==> config.mk <==
export PLATFORM = sky130hd
export DESIGN_NAME = cdb_arbiter
export DESIGN_NICKNAME = d
export VERILOG_FILES = /design/src/rtl/cdb_arbiter.sv
export SDC_FILE = /design/constraint.sdc
export NUM_CORES = 1
export LEC_CHECK = 0
export CAP_MARGIN = 40
export CORE_ASPECT_RATIO = 1.75
export CORE_MARGIN = 2
export CORE_UTILIZATION = 54
export DETAILED_ROUTE_END_ITERATION = 8
export GPL_ROUTABILITY_DRIVEN = 0
export GPL_TIMING_DRIVEN = 1
export PLACE_DENSITY = 0.86
export RECOVER_POWER = 100
export SYNTH_ARGS = -nofsm -noshare
export SYNTH_HDL_FRONTEND = slang
export SYNTH_SLANG_ARGS = --single-unit
==> constraint.sdc <==
create_clock -name clk -period 6.1 [get_ports clk]
set_input_delay 0.915 -clock clk [delete_from_list [all_inputs] [get_ports clk]]
set_output_delay 0.915 -clock clk [all_outputs]
set_load 0.005 [all_outputs]
==> src/rtl/cdb_arbiter.sv <==
// Common data bus arbiter: one holding slot per functional unit, round-robin
// grant among full slots, registered broadcast of the winning result.
module cdb_arbiter #(
  parameter int N_SOURCES = 4,
  parameter int RSV_ID_W  = 4,
  parameter int DATA_W    = 32,
  parameter int SRC_W     = $clog2(N_SOURCES),
  parameter int CDB_W     = RSV_ID_W + DATA_W
) (
  input  logic                       clk,
  input  logic                       nrst,
  input  logic                       flush,
  input  logic [N_SOURCES-1:0]       s_valid,
  input  logic [N_SOURCES*CDB_W-1:0] s_data,
  output logic [N_SOURCES-1:0]       s_ready,
  output logic                       cdb_valid,
  output logic [CDB_W-1:0]           cdb,
  output logic [SRC_W-1:0]           cdb_src
);

  logic [N_SOURCES-1:0] slot_full_q, slot_full_d;
  logic [CDB_W-1:0]     slot_data_q [N_SOURCES];
  logic [CDB_W-1:0]     slot_data_d [N_SOURCES];
  logic [SRC_W-1:0]     rr_ptr_q, rr_ptr_d;
  logic                 cdb_valid_q, cdb_valid_d;
  logic [CDB_W-1:0]     cdb_q, cdb_d;
  logic [SRC_W-1:0]     cdb_src_q, cdb_src_d;

  logic [N_SOURCES-1:0] grant;
  logic [N_SOURCES-1:0] accept;
  logic                 grant_any;
  logic [SRC_W-1:0]     winner;
  int unsigned          scan_idx;

  // Winner is the first full slot at or after rr_ptr, wrapping modulo N_SOURCES.
  always_comb begin
    grant     = '0;
    grant_any = 1'b0;
    winner    = '0;
    scan_idx  = 0;
    for (int unsigned k = 0; k < N_SOURCES; k++) begin
      scan_idx = (32'(rr_ptr_q) + k) % N_SOURCES;
      if (!grant_any && slot_full_q[SRC_W'(scan_idx)]) begin
        grant_any = 1'b1;
        winner    = SRC_W'(scan_idx);
      end
    end
    if (grant_any) grant[winner] = 1'b1;
  end

  assign s_ready = ~slot_full_q | grant;
  assign accept  = s_valid & s_ready;

  always_comb begin
    slot_full_d = slot_full_q;
    slot_data_d = slot_data_q;
    rr_ptr_d    = rr_ptr_q;
    cdb_valid_d = 1'b0;
    cdb_d       = cdb_q;
    cdb_src_d   = cdb_src_q;
    if (flush) begin
      slot_full_d = '0;
      rr_ptr_d    = '0;
    end else begin
      // Accept wins over grant so a granted slot can refill in the same cycle.
      for (int unsigned i = 0; i < N_SOURCES; i++) begin
        if (accept[i]) begin
          slot_full_d[i] = 1'b1;
          slot_data_d[i] = s_data[i*CDB_W +: CDB_W];
        end else if (grant[i]) begin
          slot_full_d[i] = 1'b0;
        end
      end
      cdb_valid_d = grant_any;
      if (grant_any) begin
        cdb_d     = slot_data_q[winner];
        cdb_src_d = winner;
        rr_ptr_d  = (winner == SRC_W'(N_SOURCES - 1)) ? '0 : winner + 1'b1;
      end
    end
  end

  always_ff @(posedge clk or negedge nrst) begin
    if (!nrst) begin
      slot_full_q <= '0;
      slot_data_q <= '{default: '0};
      rr_ptr_q    <= '0;
      cdb_valid_q <= 1'b0;
      cdb_q       <= '0;
      cdb_src_q   <= '0;
    end else begin
      slot_full_q <= slot_full_d;
      slot_data_q <= slot_data_d;
      rr_ptr_q    <= rr_ptr_d;
      cdb_valid_q <= cdb_valid_d;
      cdb_q       <= cdb_d;
      cdb_src_q   <= cdb_src_d;
    end
  end

  assign cdb_valid = cdb_valid_q;
  assign cdb       = cdb_q;
  assign cdb_src   = cdb_src_q;

  a_grant_onehot0 : assert property (@(posedge clk) disable iff (!nrst) $onehot0(grant));
  a_ready_full    : assert property (@(posedge clk) disable iff (!nrst)
                                     (~s_ready & ~slot_full_q) == '0);
  a_valid_granted : assert property (@(posedge clk) disable iff (!nrst)
                                     cdb_valid_q |-> $past($onehot(grant)));

endmodule

==> run summary, run 1 <==
## Hold path
• register to register — class of the tightest hold or removal check
• 2 — instance count along the most critical hold path
• cdb[3] — worst-case hold path end point
• cdb[3] — worst min-delay path startpoint

## Final layout
• 0.1044 — fraction of layout cells with a size suffix above 1
• 905 — Layout Nets
• dfrtp_1 — most common cell after layout, fill and taps aside
• dfrtp_1, clkdlybuf4s50_1, mux2_1 — highest-count cells in the layout ignoring fill and taps
• 3063 sq um — area of combinational cells with multiple inputs
• 29.01% — signed area change from the synthesized netlist to the final layout
• 4730 sq um — storage element area
• 1018 — filler cell count in the final layout

## Global route
• 0.2656 — global routing usage summed across all routing layers
• 33440 microns — global-route wire length before repair
• 103 — largest net degree at the start of global routing
• 5 — number of antenna violations at the first check in global routing
• 0 — overall overflow remaining after global route
• 6193 — via count of the first global-routing pass

## Die
• 16370 sq um — Die ar.
• 167.8 microns — height of the die
• 59 — FP Rows
• 14910 sq um — floorplan core area
• 97.58 microns — horizontal die dimension
• 0.5550 — initial core utilization
• 194 — I/O pins

## Place
• 193 — IO buf count
• 14600 microns — detailed placement HPWL

## Setup path
• 6 — FF-to-FF path depth
• input pin to register — Setup Crit Path Kind
• input pin — crit path launch type
• cdb[15] — reg-to-reg critical path endpoint
• 40 — critical path peak fanout
• register — critical path capture point type
• 6.32 ns — WP data required
• flush — critical path startpoint
• 4.75 ns — data arrival time of the critical path
• slot_full_q[1] — worst reg2reg startpoint
• 2.14 ns — flop2flop setup slack

## Clocking
• clkbuf_16 — clock root buffer
• 189 — CTS sink count
• 17 — clock buffers created by TritonCTS
• 0 — Post-CTS Setup Repair Bufs
• 0.42 ns — clock latency of the later-clocked register in the worst-skew pair
• 0 — Gates resized, CTS repair
• 0 — number of buffers inserted for hold repair after clock tree synthesis
• 2 — clk buf depth
• 0.07 ns — clock slew at reported path FFs
• yes — TritonCTS clock tree
• 4 — level count of the clock H-tree

## STA
• 0 — Setup violations, final
• 267 — fin. max-slew vios
• 4.527 ns — Tmin final
• 0.007931 ns — Max Clock Skew
• 220.9 MHz — highest clock rate
• 0 ns — Sum Neg Setup Slack
• -0.6638 — Slew Limit Headroom
• 0 — final hold violation count
• false — setup repair after global routing missed its margin
• 2.496 ns — Tightest Pin Transition
• 0.7421 — Final period util

## Synth
• 189 — number of synthesized register bits
• 0 — YS warnings
• 26 — number of distinct library cells after synthesis
• 720 — number of nets in the synthesized netlist
• 568 — synthesized netlist cell count
• 0 — number of flops mapped to enable cells by yosys
• 14.57 sq um — syn avg cell area
• 1.000 — share of flip-flops with an asynchronous set or reset after synthesis
• dfrtp_1 — commonest register cell after synthesis
• 0.5715 — register area share after synthesis
• 8275 sq um — cell area after synthesis

## Drt
• 5 — first-pass detailed-route iteration total
• 21030 microns — Final Routed Wirelength
• 5.746 — post-detailed-route via-to-cell ratio
• 0 — remaining routing DRC violations
• 5482 — DR vias
• 0 — number of antenna-violating nets in the routed design
• 342 — number of DRC markers after the initial detailed-route iteration
• 22.04 microns — average wire length per cell after detail routing

## Run status
• capacitance limit, slew limit — violated checks
• finished with violations — run status

## Job
• 7 — max_cap viols

## Power and ir drop
• 0.2035 mV — Max VDD drop
• 4.802 nW — LEAKAGE
• 3.761 mW — sum of internal, switching and leakage power
• 352.3 nW/um^2 — Power Dens Cells

[power breakdown]
part	internal, mW	switching (mW)	leakage, nW
combinational	0.498	0.386	2.25
sequential	1.54	0.190	2.25
clock	0.632	0.512	0.298
total	2.67	1.09	4.80
[Yosys cell counts (all sizes together) (3+ instances only)]
master	n	area, sq um
dfrtp	189	4730
nand2b	5	31.28
mux2	144	1809
o221ai	37	324.1
mux2i	72	720.7
nor2	11	41.29
o21ai	3	15.01
a21oi	5	25.02
buf	27	222.7
clkbuf	11	41.29
inv	9	33.78
nand2	41	153.9
[worst max-delay path by stage]
| stage | end | cells past startpoint |
|---|---|---|
| finish | cdb[15] | 5 |
| CTS | s_ready[1] | 8 |
| global route | cdb[13] | 5 |
| detailed placement | cdb[7] | 6 |
| global placement | cdb[9] | 6 |
| floorplan | slot_data_q[100] | 13 |
[critical path: stages]
cell and delay (ns):
dlygate4sd3_1 0.73, nand2b_1 1.28, inv_1 0.24, nand2b_1 1.21
o221ai_1 0.35
[metal layers]
metal,global-route usage,up-vias,routed length (microns)
li1,-,2428,-
met1,0.3066,2812,7491
met2,0.4654,192,11670
met3,0.04508,50,842
met4,0.1467,0,1017
met5,0,-,0
[sequential cells by signal (all words and copies together) (netlist names)]
signal       count
cdb             36
slot_full_q      4
rr_ptr_q         2
cdb_valid        1
slot_data_q    144
cdb_src          2
[cell type report]
cell class,instances,share of cell area
timing repair buffer,204,0.1872
antenna,5,0.001172
tap,183,0.02145
inverter,9,0.003164
sequential,189,0.4430
clock inverter,14,0.01606
multi-input combinational,332,0.2869
clock buffer,18,0.04113
[through the flow]
stage                 util  instances  setup slack [ns]  hold WS (ns)  area (sq um)
detailed placement  0.6906        917             2.304        0.4788         10300
global route        0.7160        954             1.303        0.5015         10680
CTS                 0.7316        949             2.375        0.4944         10910
finish              0.7160        954             1.573        0.4893         10680
global placement    0.6878        915             2.465        0.4639         10260
floorplan                -        568             3.261        0.4579          8275
[logic make-up (layout without fill, tap and decap cells)]
| kind of cell | Yosys count | after routing | share of synthesized area |
|---|---|---|---|
| AO/OA/AOI/OAI | 52 | 52 | 0.05261 |
| adder cells (fa/ha/maj) | 1 | 1 | 0.001512 |
| buffers and inverters | 47 | 245 | 0.03598 |
| flip-flops | 189 | 189 | 0.5715 |
| multiplexers | 216 | 216 | 0.3057 |
| other | 0 | 5 | 0 |
| AND/OR/NAND/NOR | 63 | 63 | 0.03266 |
Note: power is estimated with default switching activity, not from simulation.
==> run 2: changes to the inputs <==
--- a/config.mk
+++ b/config.mk
@@ -8,11 +8,11 @@
 export CAP_MARGIN = 40
 export CORE_ASPECT_RATIO = 1.75
 export CORE_MARGIN = 2
-export CORE_UTILIZATION = 54
+export CORE_UTILIZATION = 45
 export DETAILED_ROUTE_END_ITERATION = 8
 export GPL_ROUTABILITY_DRIVEN = 0
 export GPL_TIMING_DRIVEN = 1
-export PLACE_DENSITY = 0.86
+export PLACE_DENSITY = 0.76
 export RECOVER_POWER = 100
 export SYNTH_ARGS = -nofsm -noshare
 export SYNTH_HDL_FRONTEND = slang
==> constraint.sdc (replaced) <==
create_clock -name clk -period 4 [get_ports clk]
set_input_delay 0.6 -clock clk [delete_from_list [all_inputs] [get_ports clk]]
set_output_delay 0.6 -clock clk [all_outputs]
set_load 0.005 [all_outputs]
==> run 2 against run 1 <==
Effect of this change: the run now ends clean; wire length fell by 1.4%; clock skew rose by 0.0027 ns; combinational power rose by 49%; via count fell by 1.6%; clock power rose by 48%; register-to-register slack got worse by 1.5 ns; cell area rose by 0.82%; non-clock buffer count rose by 2; core utilization fell by 12 points; highest routed layer unchanged.
==> run summary, run 2 (synthesized netlist as in run 1, its figures left out) <==
## Setup path
• register — critical path capture point type, unchanged
• register to register — Setup Crit Path Kind, was input pin to register
• 3.64 ns — data arrival time of the critical path, was 4.75 ns
• register — crit path launch type, was input pin
• 4.27 ns — WP data required, was 6.32 ns
• 38 — critical path peak fanout, was 40

## Clocking
• 2 — clk buf depth, unchanged
• 4 — level count of the clock H-tree, unchanged
• 17 — clock buffers created by TritonCTS, unchanged
• 0.07 ns — clock slew at reported path FFs, about the same
• 0.43 ns — clock latency of the later-clocked register in the worst-skew pair, was 0.42 ns
• 0 — number of buffers inserted for hold repair after clock tree synthesis, unchanged
• 0 — Post-CTS Setup Repair Bufs, unchanged
• 189 — CTS sink count, unchanged
• clkbuf_16 — clock root buffer, unchanged
• 0 — Gates resized, CTS repair, unchanged
• yes — TritonCTS clock tree, unchanged

## STA
• 297.2 MHz — highest clock rate
• 0.09233 — Slew Limit Headroom, was -0.6638
• 0 — Setup violations, final, unchanged
• 3.365 ns — Tmin final
• 0.01065 ns — Max Clock Skew, was 0.007931 ns
• 0 ns — Sum Neg Setup Slack, unchanged
• false — setup repair after global routing missed its margin, unchanged
• 0 — final hold violation count, unchanged
• 0.8411 — Final period util
• 1.362 ns — Tightest Pin Transition, was 2.496 ns
• 0 — fin. max-slew vios, was 267

## Die
• 18050 sq um — floorplan core area, was 14910 sq um
• 183.4 microns — height of the die, was 167.8 microns
• 0.4584 — initial core utilization, was 0.5550
• 106.5 microns — horizontal die dimension, was 97.58 microns
• 194 — I/O pins, unchanged
• 65 — FP Rows, was 59
• 19530 sq um — Die ar., was 16370 sq um

## Final layout
• 144 — flip-flop count of the largest register after layout, unchanged
• 10760 sq um — summed area of non-filler cells in the final layout, was 10680 sq um
• dfrtp_1, clkdlybuf4s50_1, mux2_1 — highest-count cells in the layout ignoring fill and taps, unchanged
• 0.1120 — fraction of layout cells with a size suffix above 1, was 0.1044
• 3060 sq um — area of combinational cells with multiple inputs, was 3063 sq um
• 0.5962 — utilization of the core after routing, was 0.7160
• 907 — Layout Nets, was 905
• 4730 sq um — storage element area, unchanged
• dfrtp_1 — most common cell after layout, fill and taps aside, unchanged
• 1501 — filler cell count in the final layout, was 1018
• slot_data_q — largest reg by FF count, unchanged
• 30.07% — signed area change from the synthesized netlist to the final layout, was 29.01%

## Power and ir drop
• 0.466 — sequential fraction of design power, was 0.461
• 5.623 mW — sum of internal, switching and leakage power, was 3.761 mW
• 1.567 mW — switching component of the power, was 1.087 mW
• 522.4 nW/um^2 — Power Dens Cells, was 352.3 nW/um^2
• 0.2803 mV — Max VDD drop, was 0.2035 mV
• 0.234 — fraction of power consumed by combinational cells, was 0.235
• 4.810 nW — LEAKAGE, was 4.802 nW
• 0.300 — Clk pwr share, was 0.304
• 4.056 mW — Int Pwr, was 2.674 mW
• 0.2787 — switching share of total power, was 0.2890

## Run status
• completed — run status, was finished with violations

## Hold path
• input pin to async pin — class of the tightest hold or removal check, was register to register

## Global route
• 107 — largest net degree at the start of global routing, was 103
• 3 — number of antenna violations at the first check in global routing, was 5
• 32900 microns — global-route wire length before repair, was 33440 microns
• 0.2222 — global routing usage summed across all routing layers, was 0.2656
• 6060 — via count of the first global-routing pass, was 6193
• 0 — overall overflow remaining after global route, unchanged

## Drt
• 4 — first-pass detailed-route iteration total, was 5
• 20730 microns — Final Routed Wirelength, was 21030 microns
• 5396 — DR vias, was 5482
• 0 — number of antenna-violating nets in the routed design, unchanged
• 20.61 microns — average wire length per cell after detail routing, was 22.04 microns
• 191 — number of DRC markers after the initial detailed-route iteration, was 342
• 0 — remaining routing DRC violations, unchanged
• 5.364 — post-detailed-route via-to-cell ratio, was 5.746

## Place
• 10430 sq um — instance area at placement, was 10300 sq um
• 193 — IO buf count, unchanged
• 14070 microns — detailed placement HPWL, was 14600 microns

## Job
• 0 — max_cap viols, was 7

## run 2: worst paths after layout
path	cells after the start	to	start	slack [ns]
setup / recovery	7	cdb[23]	slot_full_q[0]	0.64
hold / removal	1	slot_data_q[77]	nrst	0.44
setup reg to reg	7	cdb[23]	slot_full_q[0]	0.64
hold reg to reg	2	cdb[17]	cdb[17]	0.49
max in group asynchronous	3	cdb[6]	nrst	2.06
min in group clk	2	cdb[17]	cdb[17]	0.49
## run 2: routing by layer
layer	routed length, microns	part of all wire	global-route usage	vias up
met5	0	0	0	-
met4	732	0.035	0.1122	0
met3	800	0.039	0.03945	36
met2	11300	0.55	0.3897	166
met1	7894	0.38	0.2590	2765
li1	-	-	-	2429
## run 2: area by class of cell
cell class / instances / area share
Sequential cell: 189 / 0.4394
Inverter: 9 / 0.003138
Timing Repair Buffer: 206 / 0.1904
Tap cell: 234 / 0.02720
Antenna cell: 4 / 0.0009299
Clock buffer: 18 / 0.03987
Multi-Input combinational cell: 332 / 0.2843
Clock inverter: 14 / 0.01476
## run 2: power groups by stage
stage	clock, mW	sequential (mW)	combinational (mW)
6_report	1.69	2.62	1.32
5_1_grt	1.81	2.67	1.44
4_1_cts	1.73	2.63	1.49
3_5_place_dp	0	2.66	1.48
3_3_place_gp	0	2.63	1.42
2_1_floorplan	0	2.58	0.829
## run 2: worst max-delay path, stage by stage (launching register included)
cell	delay [ns]
dfrtp_1	0.46
nor2b_1	0.27
a211o_1	0.14
a2bb2o_1	0.15
buf_4	0.56
clkbuf_2	1.09
mux2i_1	0.32
o221ai_1	0.16
## run 2: through the flow
stage / std cells / setup slack (ns) / hold slack, ns
2_1_floorplan: 568 / 1.161 / 0.3044
3_3_place_gp: 967 / 1.338 / 0.4723
3_5_place_dp: 970 / 1.240 / 0.4734
4_1_cts: 1002 / 1.008 / 0.01582
5_1_grt: 1005 / 0.4634 / 0.5036
6_report: 1006 / 0.6355 / 0.4409
